===== config.mk =====
export PLATFORM = sky130hd
export DESIGN_NAME = reset_sequencer
export DESIGN_NICKNAME = d
export VERILOG_FILES = /design/src/rtl/reset_sequencer_pkg.sv /design/src/rtl/reset_sequencer_cycle_timer.sv /design/src/rtl/reset_sequencer.sv
export SDC_FILE = /design/constraint.sdc
export NUM_CORES = 1
export LEC_CHECK = 0
export BUFFER_PORTS_ARGS = -buffer_cell sky130_fd_sc_hd__buf_2
export CORE_MARGIN = 5
export CORE_UTILIZATION = 30
export CTS_CLUSTER_DIAMETER = 120
export CTS_CLUSTER_SIZE = 14
export DETAILED_ROUTE_END_ITERATION = 16
export GPL_TIMING_DRIVEN = 0
export PLACE_DENSITY_LB_ADDON = 0.12
export SYNTH_ARGS = -nofsm -noshare
export SYNTH_HDL_FRONTEND = slang
export SYNTH_HIERARCHICAL = 1
export SYNTH_SLANG_ARGS = --single-unit

===== constraint.sdc =====
create_clock -name clk -period 2.9 [get_ports clk]
set_clock_uncertainty 0.1 [all_clocks]
set_input_delay 0.58 -clock clk [delete_from_list [all_inputs] [get_ports clk]]
set_output_delay 0.58 -clock clk [all_outputs]
set_load 0.01 [all_outputs]

===== src/rtl/reset_sequencer_pkg.sv =====
// Shared definitions for the reset sequencer: state encoding and width helpers.
package reset_sequencer_pkg;

  localparam logic [1:0] RSTSEQ_HOLD    = 2'd0;
  localparam logic [1:0] RSTSEQ_RELEASE = 2'd1;
  localparam logic [1:0] RSTSEQ_RUN     = 2'd2;

  typedef enum logic [1:0] {
    ST_HOLD    = RSTSEQ_HOLD,
    ST_RELEASE = RSTSEQ_RELEASE,
    ST_RUN     = RSTSEQ_RUN
  } rstseq_state_e;

  // Interval counter width: must hold max(HOLD_CYCLES, GAP_CYCLES)-1; never below one bit.
  function automatic int cnt_width(input int hold_cycles, input int gap_cycles);
    int longest;
    int w;
    longest = (hold_cycles > gap_cycles) ? hold_cycles : gap_cycles;
    w       = $clog2(longest);
    return (w < 1) ? 1 : w;
  endfunction

  // Stage index width, one spare bit so the index can reach STAGES.
  function automatic int stage_width(input int stages);
    return $clog2(stages) + 1;
  endfunction

endpackage


===== src/rtl/reset_sequencer_cycle_timer.sv =====
// Clearable up-counter with a terminal-count flag, shared by the hold and gap intervals.
module reset_sequencer_cycle_timer #(
  parameter int W = 4
) (
  input  logic         clk,
  input  logic         rst,
  input  logic         i_clear,
  input  logic         i_en,
  input  logic [W-1:0] i_limit,
  output logic         o_tc
);

  logic [W-1:0] r_count;

  // Count enabled cycles; a clear reloads zero and takes priority over counting.
  always_ff @(posedge clk or posedge rst) begin
    // NOTE: sequential state uses non-blocking assignments so every register
    // samples the pre-edge values, independent of statement order.
    if (rst) begin
      r_count <= '0;
    end else if (i_clear) begin
      r_count <= '0;
    end else if (i_en) begin
      r_count <= r_count + 1'b1;
    end
  end

  assign o_tc = (r_count == i_limit);

endmodule


===== src/rtl/reset_sequencer.sv =====
// Reset conditioner: stretches a reset request to a minimum hold time, then
// releases per-stage resets in thermometer order, one every GAP_CYCLES.
module reset_sequencer
  import reset_sequencer_pkg::*;
#(
  parameter int STAGES      = 3,
  parameter int HOLD_CYCLES = 16,
  parameter int GAP_CYCLES  = 4,
  parameter int SEQ_CNT_W   = 8
) (
  input  logic                 clk,
  input  logic                 rst,
  input  logic                 req,
  output logic [STAGES-1:0]    rst_out,
  output logic                 busy,
  output logic [SEQ_CNT_W-1:0] seq_cnt
);

  localparam int CNT_W = cnt_width(HOLD_CYCLES, GAP_CYCLES);
  localparam int STG_W = stage_width(STAGES);
  localparam logic [STG_W-1:0] LAST_STAGE = STG_W'(STAGES - 1);
  localparam logic [CNT_W-1:0] HOLD_LIMIT = CNT_W'(HOLD_CYCLES - 1);
  localparam logic [CNT_W-1:0] GAP_LIMIT  = CNT_W'(GAP_CYCLES - 1);

  generate
    if (STAGES < 1 || STAGES > 16 || HOLD_CYCLES < 1 || GAP_CYCLES < 1 || SEQ_CNT_W < 1) begin : g_bad_params
      $error("reset_sequencer: illegal parameter value");
    end
  endgenerate

  rstseq_state_e        r_state;
  rstseq_state_e        w_next_state;
  logic [STAGES-1:0]    r_rst_out;
  logic [STAGES-1:0]    w_next_rst_out;
  logic [STG_W-1:0]     r_stage;
  logic [STG_W-1:0]     w_next_stage;
  logic                 r_busy;
  logic [SEQ_CNT_W-1:0] r_seq_cnt;
  logic                 w_tmr_clear;
  logic                 w_tmr_en;
  logic                 w_tc;
  logic                 w_seq_inc;
  logic [CNT_W-1:0]     w_limit;

  assign w_limit = (r_state == ST_HOLD) ? HOLD_LIMIT : GAP_LIMIT;

  reset_sequencer_cycle_timer #(
    .W (CNT_W)
  ) u_timer (
    .clk     (clk),
    .rst     (rst),
    .i_clear (w_tmr_clear),
    .i_en    (w_tmr_en),
    .i_limit (w_limit),
    .o_tc    (w_tc)
  );

  // Next-state logic: a request always wins and restarts the whole sequence;
  // otherwise each terminal count shifts one more zero into the thermometer.
  always_comb begin
    // NOTE: every signal gets a default first so no path leaves it unassigned,
    // which would otherwise infer a latch.
    w_next_state   = r_state;
    w_next_rst_out = r_rst_out;
    w_next_stage   = r_stage;
    w_tmr_clear    = 1'b0;
    w_tmr_en       = 1'b1;
    w_seq_inc      = 1'b0;
    if (req) begin
      w_next_state   = ST_HOLD;
      w_next_rst_out = '1;
      w_next_stage   = '0;
      w_tmr_clear    = 1'b1;
    end else begin
      case (r_state)
        ST_HOLD: begin
          if (w_tc) begin
            w_next_rst_out = r_rst_out << 1;
            w_tmr_clear    = 1'b1;
            if (STAGES == 1) begin
              w_next_state = ST_RUN;
              w_seq_inc    = 1'b1;
            end else begin
              w_next_state = ST_RELEASE;
              w_next_stage = STG_W'(1);
            end
          end
        end
        ST_RELEASE: begin
          if (w_tc) begin
            w_next_rst_out = r_rst_out << 1;
            w_tmr_clear    = 1'b1;
            w_next_stage   = r_stage + 1'b1;
            if (r_stage == LAST_STAGE) begin
              w_next_state = ST_RUN;
              w_seq_inc    = 1'b1;
            end
          end
        end
        ST_RUN: begin
          w_tmr_en = 1'b0;
        end
        default: begin
          w_next_state   = ST_HOLD;
          w_next_rst_out = '1;
          w_next_stage   = '0;
          w_tmr_clear    = 1'b1;
        end
      endcase
    end
  end

  // State, thermometer, busy and sequence counter registers; all outputs come from here.
  always_ff @(posedge clk or posedge rst) begin
    if (rst) begin
      r_state   <= ST_HOLD;
      r_rst_out <= '1;
      r_stage   <= '0;
      r_busy    <= 1'b1;
      r_seq_cnt <= '0;
    end else begin
      r_state   <= w_next_state;
      r_rst_out <= w_next_rst_out;
      r_stage   <= w_next_stage;
      r_busy    <= |w_next_rst_out;
      if (w_seq_inc) begin
        r_seq_cnt <= r_seq_cnt + 1'b1;
      end
    end
  end

  assign rst_out = r_rst_out;
  assign busy    = r_busy;
  assign seq_cnt = r_seq_cnt;

endmodule


==> results of run 1 <==
[area by class of cell]
class / count / share of cell area
Timing Repair Buffer: 14 / 0.05157
Buffer: 4 / 0.01565
Clock buffer: 4 / 0.03315
Sequential cell: 21 / 0.3904
Tap cell: 48 / 0.04420
Inverter: 3 / 0.008287
Multi-Input combinational cell: 81 / 0.4567
[worst max-delay path: cells and delay by family, from the launching register on]
family                    cells  cell delay [ns]
and+or+nand+nor               4             0.68
buffers and inverters         2             0.48
muxes                         2             0.48
DFF                           1             0.43
xor gates and xnor gates      1             0.10
[flip-flops by register name, summed over array words and instances, names as in the netlist]
signal,count
r_state,2
seq_cnt,8
rst_out,3
u_timer/r_count,4
r_stage,3
busy,1
[per-layer routing]
layer	vias up	track usage
li1	413	-
met1	396	0.1223
met2	10	0.1583
met3	2	0.02617
met4	0	0.04303
met5	-	0
[synthesized netlist by cell type]
cell	n
dfstp_2	4
and4_1	1
nand4bb_1	1
and4bb_2	1
or2_2	1
conb_1	1
dfrtp_1	17
buf_4	1
nand2b_1	4
o22ai_1	5
clkbuf_1	1
mux2_4	2
nand4bb_4	1
ha_1	4
and3b_2	1
inv_1	3
nor4_1	2
mux2_2	2
and3_1	1
mux2i_1	1
nand4b_1	2
nor2b_1	6
or2b_1	2
xnor2_1	5
nand3_1	2
nand3b_1	2
nand3b_4	1
nor2_1	7
or2_4	1
a21bo_2	1
nor3_1	2
o21ai_0	4
buf_2	2
nand2_1	3
xor2_1	7
and4b_1	1
a21oi_1	4
nand4_1	2
[kinds of logic after synthesis]
kind of cell               count (synthesis)  synth area share
buffers and inverters                      7           0.02757
and+or+nand+nor                           44            0.2662
AOI/OAI and AO/OA                         14           0.06893
DFF                                       21            0.4496
xor gates and xnor gates                  12           0.08908
other                                      1          0.003178
adders and majority gates                  4           0.04242
muxes                                      5           0.05302
[final timing paths]
| check | endpoint | slack [ns] | depth (start not counted) |
|---|---|---|---|
| worst max-delay path | u_timer/r_count[3]$_DFFE_PP0P_ | 0.51 | 9 |
| worst min-delay path | u_timer/r_count[1]$_DFFE_PP0P_ | 0.11 | 2 |
| worst max register to register | u_timer/r_count[3]$_DFFE_PP0P_ | 0.51 | 9 |
| worst min register to register | seq_cnt[7]$_DFFE_PP0P_ | 0.38 | 1 |
| max in group asynchronous | r_state[1]$_DFFE_PP0P_ | 1.96 | 2 |
| min in group clk | seq_cnt[7]$_DFFE_PP0P_ | 0.38 | 1 |
[per-stage QoR]
stage	total power, uW	cells	setup WS [ns]	instance area (sq um)
3_5_place_dp	342.9	171	0.4781	1314
2_1_floorplan	332.4	109	0.7681	1184
4_1_cts	538.4	175	0.4474	1359
3_3_place_gp	341.6	171	0.4962	1314
6_report	527.1	175	0.5071	1359
5_1_grt	558.2	175	0.3072	1359
[power by group]
part           switching [uW]  internal, uW  total (uW)
clock                    93.5          97.7         191
combinational            17.8          13.5        31.3
sequential               5.88           299         305
[cells in the final DEF (no fill, tap or decap), types with 5 or more instances in the layout]
master   netlist  layout
buf_2          2      16
dfrtp_1       17      17
nor2_1         7       7
nor2b_1        6       6
o22ai_1        5       5
xnor2_1        5       5
xor2_1         7       7
==> results.md, run 1 <==
* Setup TNS at 0 ns
* Initial Util at 0.3152
* MaxCap Viol Count at 0
* Multi-input gate area at 620.6 sq um
* Finished Core Util at 0.3630
* GRT Residual Overflow at 0
* Register area share after synthesis at 0.4496
* Mapped Area at 0.001180 sq mm
* Vias in the first global route at 845
* Worst EP required at 2.94 ns
* Clock Path Buffers at 2
* IO Count at 15
* Crit-path cells: buf_4 -> nor2_1 -> xor2_1 -> nor4_1 -> buf_2 -> mux2_2 -> or2_2 -> nor2_1 -> mux2_4
* First-pass GRT wire length at 4015 um
* Total CTS buffers at 3
* Fin crit period at 2.393 ns
* Fill count at 409
* Number of clock sinks at 21
* Die Y-Extent at 72.72 um
* Die ar. at 0.005287 sq mm
* Clk_lat worst skew at 0.26 ns
* Final Hold Viols at 0
* Drt total wl at 2283 um
* WL met2 at 1122 um
* CP max stage delay at 0.43 ns
* Post-route clock period utilization at 0.8251
* Top Metal Used: met4
* Worst setup SP type: register
* Core area at 0.003744 sq mm
* R2r startpoint: r_state[0]$_DFFE_PP0P_
* Root buf cell: clkbuf_8
* GRT Overall Usage at 0.09808
* CP endpoint kind: register
* Setup Buffers After CTS at 0
* Leading post-synthesis cells by cell area: dfrtp_1, dfstp_2, xor2_1
* PostCTS Resize Cnt at 0
* Largest net degree at the start of global routing at 18
* Crit. Startpoint: r_state[0]$_DFFE_PP0P_
* Layout area overhead at 15.16%
* DRC violation total after the first TritonRoute iteration at 6
* FF+latch count, synth at 21
* Hold_buf cts at 0
* Status: completed
* Yosys warns at 6
* Share of cells above drive strength 1 at 0.2756
* Placement row count at 22
* Slew Limit Fails at 0
* Synth top area share at 0.3606
* Detailed placement HPWL at 1724 um
* Met1 wire length at 1050 um
* Remaining antenna violation count at 0
* Synthesized area per cell at 10.92 sq um
* Number of H-tree levels at 1
* Worst VDD drop at 0.1714 mV
* Cell leakage power at 0.0006663 uW
* Antenna Diode Count at 0
* Hold Slack at 0.1088 ns
* Crit path kind: reg2reg
* Register area at 530.5 sq um
* Tightest Pin Transition at 0.6637 ns
* Synth area leader: dfrtp_1
* Fmax at 417.9 MHz
* Crit-path slowest cell: dfrtp_1
* Worst Path Arrival at 2.43 ns
* Die W at 72.72 um
* RePlAce Congestion at 0.7283
* Drc violations at 0
* Nets@finish at 135
* Reg clk slew, reported paths at 0.08 ns
* Hold Crit Class: in2async
* RSZ-0062 raised after global routing: false
* Crit Path Max Fanout at 10
* TritonCTS clock tree: yes
* Wire per inst at 13.05 um
* Rel. slew slack at 0.5571
* Initial antenna violation count at 0
* Synth cell types at 38
* Drt first pass iters at 4
* PwrDens at 387.9 mW/mm^2
* Synth Instances at 108
* Number of port buffers at 14
* Most common cell on crit path: nor2_1
* Routed via count at 821
* Met3 wire len at 86 um
* DR vias/cell at 4.691
* Setup violators final at 0
(Power assumes the default switching activity.)
==> run 2: changes to the inputs <==
--- a/config.mk
+++ b/config.mk
@@ -5,6 +5,7 @@
 export SDC_FILE = /design/constraint.sdc
 export NUM_CORES = 1
 export LEC_CHECK = 0
+export ABC_AREA = 1
 export BUFFER_PORTS_ARGS = -buffer_cell sky130_fd_sc_hd__buf_2
 export CORE_MARGIN = 5
 export CORE_UTILIZATION = 30
==> constraint.sdc (replaced) <==
create_clock -name clk -period 2.4 [get_ports clk]
set_clock_uncertainty 0.1 [all_clocks]
set_input_delay 0.48 -clock clk [delete_from_list [all_inputs] [get_ports clk]]
set_output_delay 0.48 -clock clk [all_outputs]
set_load 0.01 [all_outputs]
==> run 2 against run 1 <==
  * Sequential share of layout area increased by 0.25 points
  * Synthesized area decreased by 1.9%
  * Power increased by 17%
  * Combinational power increased by 6.7%
  * Largest power group unchanged
==> results.md, run 2 <==
* Status: completed
* Fill count at 417 (+2.0%)
* CP max stage delay at 0.42 ns (about the same)
* R2R Path End: seq_cnt[5]$_DFFE_PP0P_
* GRT Overall Usage at 0.09444 (-0.003646)
* Most frequent cell after synthesis: nand2_1
* Synth cell types at 19 (-50%)
* Number of port buffers at 14 (unchanged)
* Slew Limit Fails at 0 (unchanged)
* FF+latch count, synth at 21 (unchanged)
* GRT Residual Overflow at 0 (unchanged)
* Fin crit period at 2.120 ns (-0.2726 ns)
* Number of cells on the worst hold path at 4
* Worst R2R Setup Slack at 0.28 ns (-0.23 ns)
* PostCTS Resize Cnt at 0 (unchanged)
* Clock Path Buffers at 2 (unchanged)
* Reg clk slew, reported paths at 0.07 ns (about the same)
* DR vias/cell at 4.259 (-9.2%)
* Buf+Inv Stages, Crit Path at 1 (-1)
* Setup Buffers After CTS at 0 (unchanged)
* Number of clock sinks at 21 (unchanged)
* Tightest Pin Transition at 0.6761 ns (+0.01245 ns)
* Placed instance area at 0.001295 sq mm (-1.4%)
* Wire per inst at 9.911 um (-24%)
* Die ar. at 0.005200 sq mm (-1.7%)
* DRC violation total after the first TritonRoute iteration at 29 (+23)
* TritonCTS clock tree: yes
* RSZ-0062 raised after global routing: false
* Die Y-Extent at 72.11 um (-0.83%)
* Layout area overhead at 16.65%
* Register area at 530.5 sq um (unchanged)
* Hold Path End: r_state[0]$_DFFE_PP0P_
* Synthesized area per cell at 7.467 sq um (-32%)
* Placement row count at 22 (unchanged)
* Crit path kind: reg2reg
* Multi-input gate area at 529.3 sq um (-15%)
* Commonest cells after routing, fill and taps aside: nand2_1, inv_1, dfrtp_1
* Number of flops mapped to enable cells by yosys at 0 (unchanged)
* Die W at 72.11 um (-0.83%)
* Initial Util at 0.3138 (-0.001402)
* Detailed placement HPWL at 1798 um (+4.3%)
* Critical path's top delay family: simple AND/OR/NAND/NOR gates
* Initial antenna violation count at 0 (unchanged)
* Worst VDD drop at 0.2544 mV (+48%)
* PwrDens at 458.0 mW/mm^2 (+18%)
* RePlAce Congestion at 0.7943 (+9.1%)
* Drc violations at 0 (unchanged)
* Largest net degree at the start of global routing at 18 (unchanged)
* # placed instances at 219 (+28%)
* Min-delay src: req
* Final Non-Filler Cells at 224 (+28%)
* Share of cells above drive strength 1 at 0.1420 (-0.1335)
* Top post-synthesis cells by count: nand2_1, inv_1, dfrtp_1
* Routed via count at 954 (+16%)
* Vias in the first global route at 895 (+5.9%)
* Final cell area excluding filler cells at 0.001350 sq mm (-0.64%)
* Total CTS buffers at 3 (unchanged)
* Setup TNS at 0 ns (unchanged)
* Async SR Flop Fraction at 1.000 (unchanged)
* Worst setup SP type: register
* Post-route clock period utilization at 0.8835 (+0.05834)
* Number of H-tree levels at 1 (unchanged)
* First-pass GRT wire length at 3939 um (-1.9%)
* Reg2Reg Depth at 10 (+1)
* Rel. slew slack at 0.5487 (-0.008312)
* Worst Path Arrival at 2.17 ns (-0.26 ns)
* Synth top area share at 0.3676 (+0.007016)
* Crit-path cells: nor2_1 -> xnor2_1 -> nand2_1 -> nor2_1 -> nand3_1 -> nor2_2 -> buf_6 -> nand2_1 -> nand2_1 -> nand2_1
* Final Hold Viols at 0 (unchanged)
* Nets@finish at 184 (+36%)
* MaxCap Viol Count at 0 (unchanged)
* Fmax at 471.6 MHz (+13%)
* CP endpoint kind: register
* Largest register FFs at 8 (unchanged)
* Cell leakage power at 0.0007182 uW (+7.8%)
* Most common cell on crit path: nand2_1
* Hold Crit Class: in2reg
* Yosys warns at 6 (unchanged)
* Worst EP required at 2.45 ns (-0.49 ns)
* Synth area leader: dfrtp_1
* Antenna Diode Count at 0 (unchanged)
* Drt first pass iters at 4 (unchanged)
* Clk_lat worst skew at 0.25 ns (about the same)
* Remaining antenna violation count at 0 (unchanged)
* Synth Instances at 155 (+44%)
* Crit-path slowest cell: dfrtp_1
* Setup violators final at 0 (unchanged)
* Drt total wl at 2220 um (-2.8%)
* Register area share after synthesis at 0.4584 (+0.008750)
* IO Count at 15 (unchanged)
* Mapped Area at 0.001157 sq mm (-1.9%)
* Ys flop type: dfrtp_1
* Core area at 0.003689 sq mm (-1.5%)
* Root buf cell: clkbuf_8
* Most common cell after layout, fill and taps aside: nand2_1
* Leading post-synthesis cells by cell area: dfrtp_1, nand2_1, dfstp_2
* R2r startpoint: r_state[0]$_DFFE_PP0P_
* Crit Path Max Fanout at 10 (unchanged)
[run 2: changes by cell type after synthesis, sizes merged, moves of 6 or more]
cell / change
inv: +22
nand2: +47
nand3: +10
nor2: +9
nor2b: -6
o21ai: +7
[run 2: final cells by class]
type | count | area share
multi-input cells | 110 | 0.3920
inverters | 25 | 0.06951
flip-flops and latches | 21 | 0.3930
well taps | 48 | 0.04449
plain buffers | 1 | 0.008341
clock buffers | 4 | 0.03336
repair buffers | 15 | 0.05931
[run 2: metal layers]
| layer | global-route usage | share of wire |
|---|---|---|
| met5 | 0 | 0 |
| met4 | 0.02505 | 0.0045 |
| met3 | 0.02909 | 0.040 |
| met2 | 0.1426 | 0.43 |
| met1 | 0.1307 | 0.53 |
[run 2: worst max path at each step]
stage                                 from                      to  slack (ns)  cells past startpoint
floorplan           r_state[0]$_DFFE_PP0P_  seq_cnt[5]$_DFFE_PP0P_        0.57                     10
global placement    r_state[0]$_DFFE_PP0P_  seq_cnt[5]$_DFFE_PP0P_        0.28                     10
detailed placement  r_state[0]$_DFFE_PP0P_  seq_cnt[5]$_DFFE_PP0P_        0.25                     10
CTS                 r_state[0]$_DFFE_PP0P_  seq_cnt[5]$_DFFE_PP0P_        0.23                     10
global route        r_state[0]$_DFFE_PP0P_  seq_cnt[5]$_DFFE_PP0P_        0.03                     10
finish              r_state[0]$_DFFE_PP0P_  seq_cnt[5]$_DFFE_PP0P_        0.28                     10
[run 2: stage by stage]
stage | hold WS (ns) | worst slack [ns] | total power (uW) | util
2_1_floorplan | 0.1461 | 0.5676 | 393.2 | -
3_3_place_gp | 0.2872 | 0.2792 | 401.9 | 0.3511
3_5_place_dp | 0.2826 | 0.2513 | 402.6 | 0.3511
4_1_cts | 0.3910 | 0.2295 | 638.4 | 0.3660
5_1_grt | 0.4419 | 0.03323 | 655.1 | 0.3660
6_report | 0.4071 | 0.2797 | 618.3 | 0.3660
[run 2: what timing repair did]
| item | in CTS | in global routing |
|---|---|---|
| endpoints found under the setup margin | 0 | 0 |
| hold endpoints to repair | 4 | 0 |
| hold buffers | 1 | 0 |
[run 2: tightest hold or removal path, delay by kind of cell]
kind / cells / cell delay, ns
and+or+nand+nor: 3 / 0.15
buffers and inverters: 1 / 0.10
[run 2: logic make-up (layout without fill, tap and decap cells)]
group                      Yosys count  in the layout  synth area share
and+or+nand+nor                     83             83            0.2984
xor gates and xnor gates             5              5           0.03784
adders and majority gates            4              4           0.04324
other                                1              3          0.003240
buffers and inverters               26             45           0.09081
AOI/OAI and AO/OA                   15             15           0.06811
DFF                                 21             21            0.4584
[run 2: report_power, final]
part / switching (uW) / internal [uW] / total [uW]
registers: 4.78 / 358 / 363
clock network: 104 / 118 / 222
logic: 21.8 / 11.7 / 33.4
total: 131 / 488 / 618
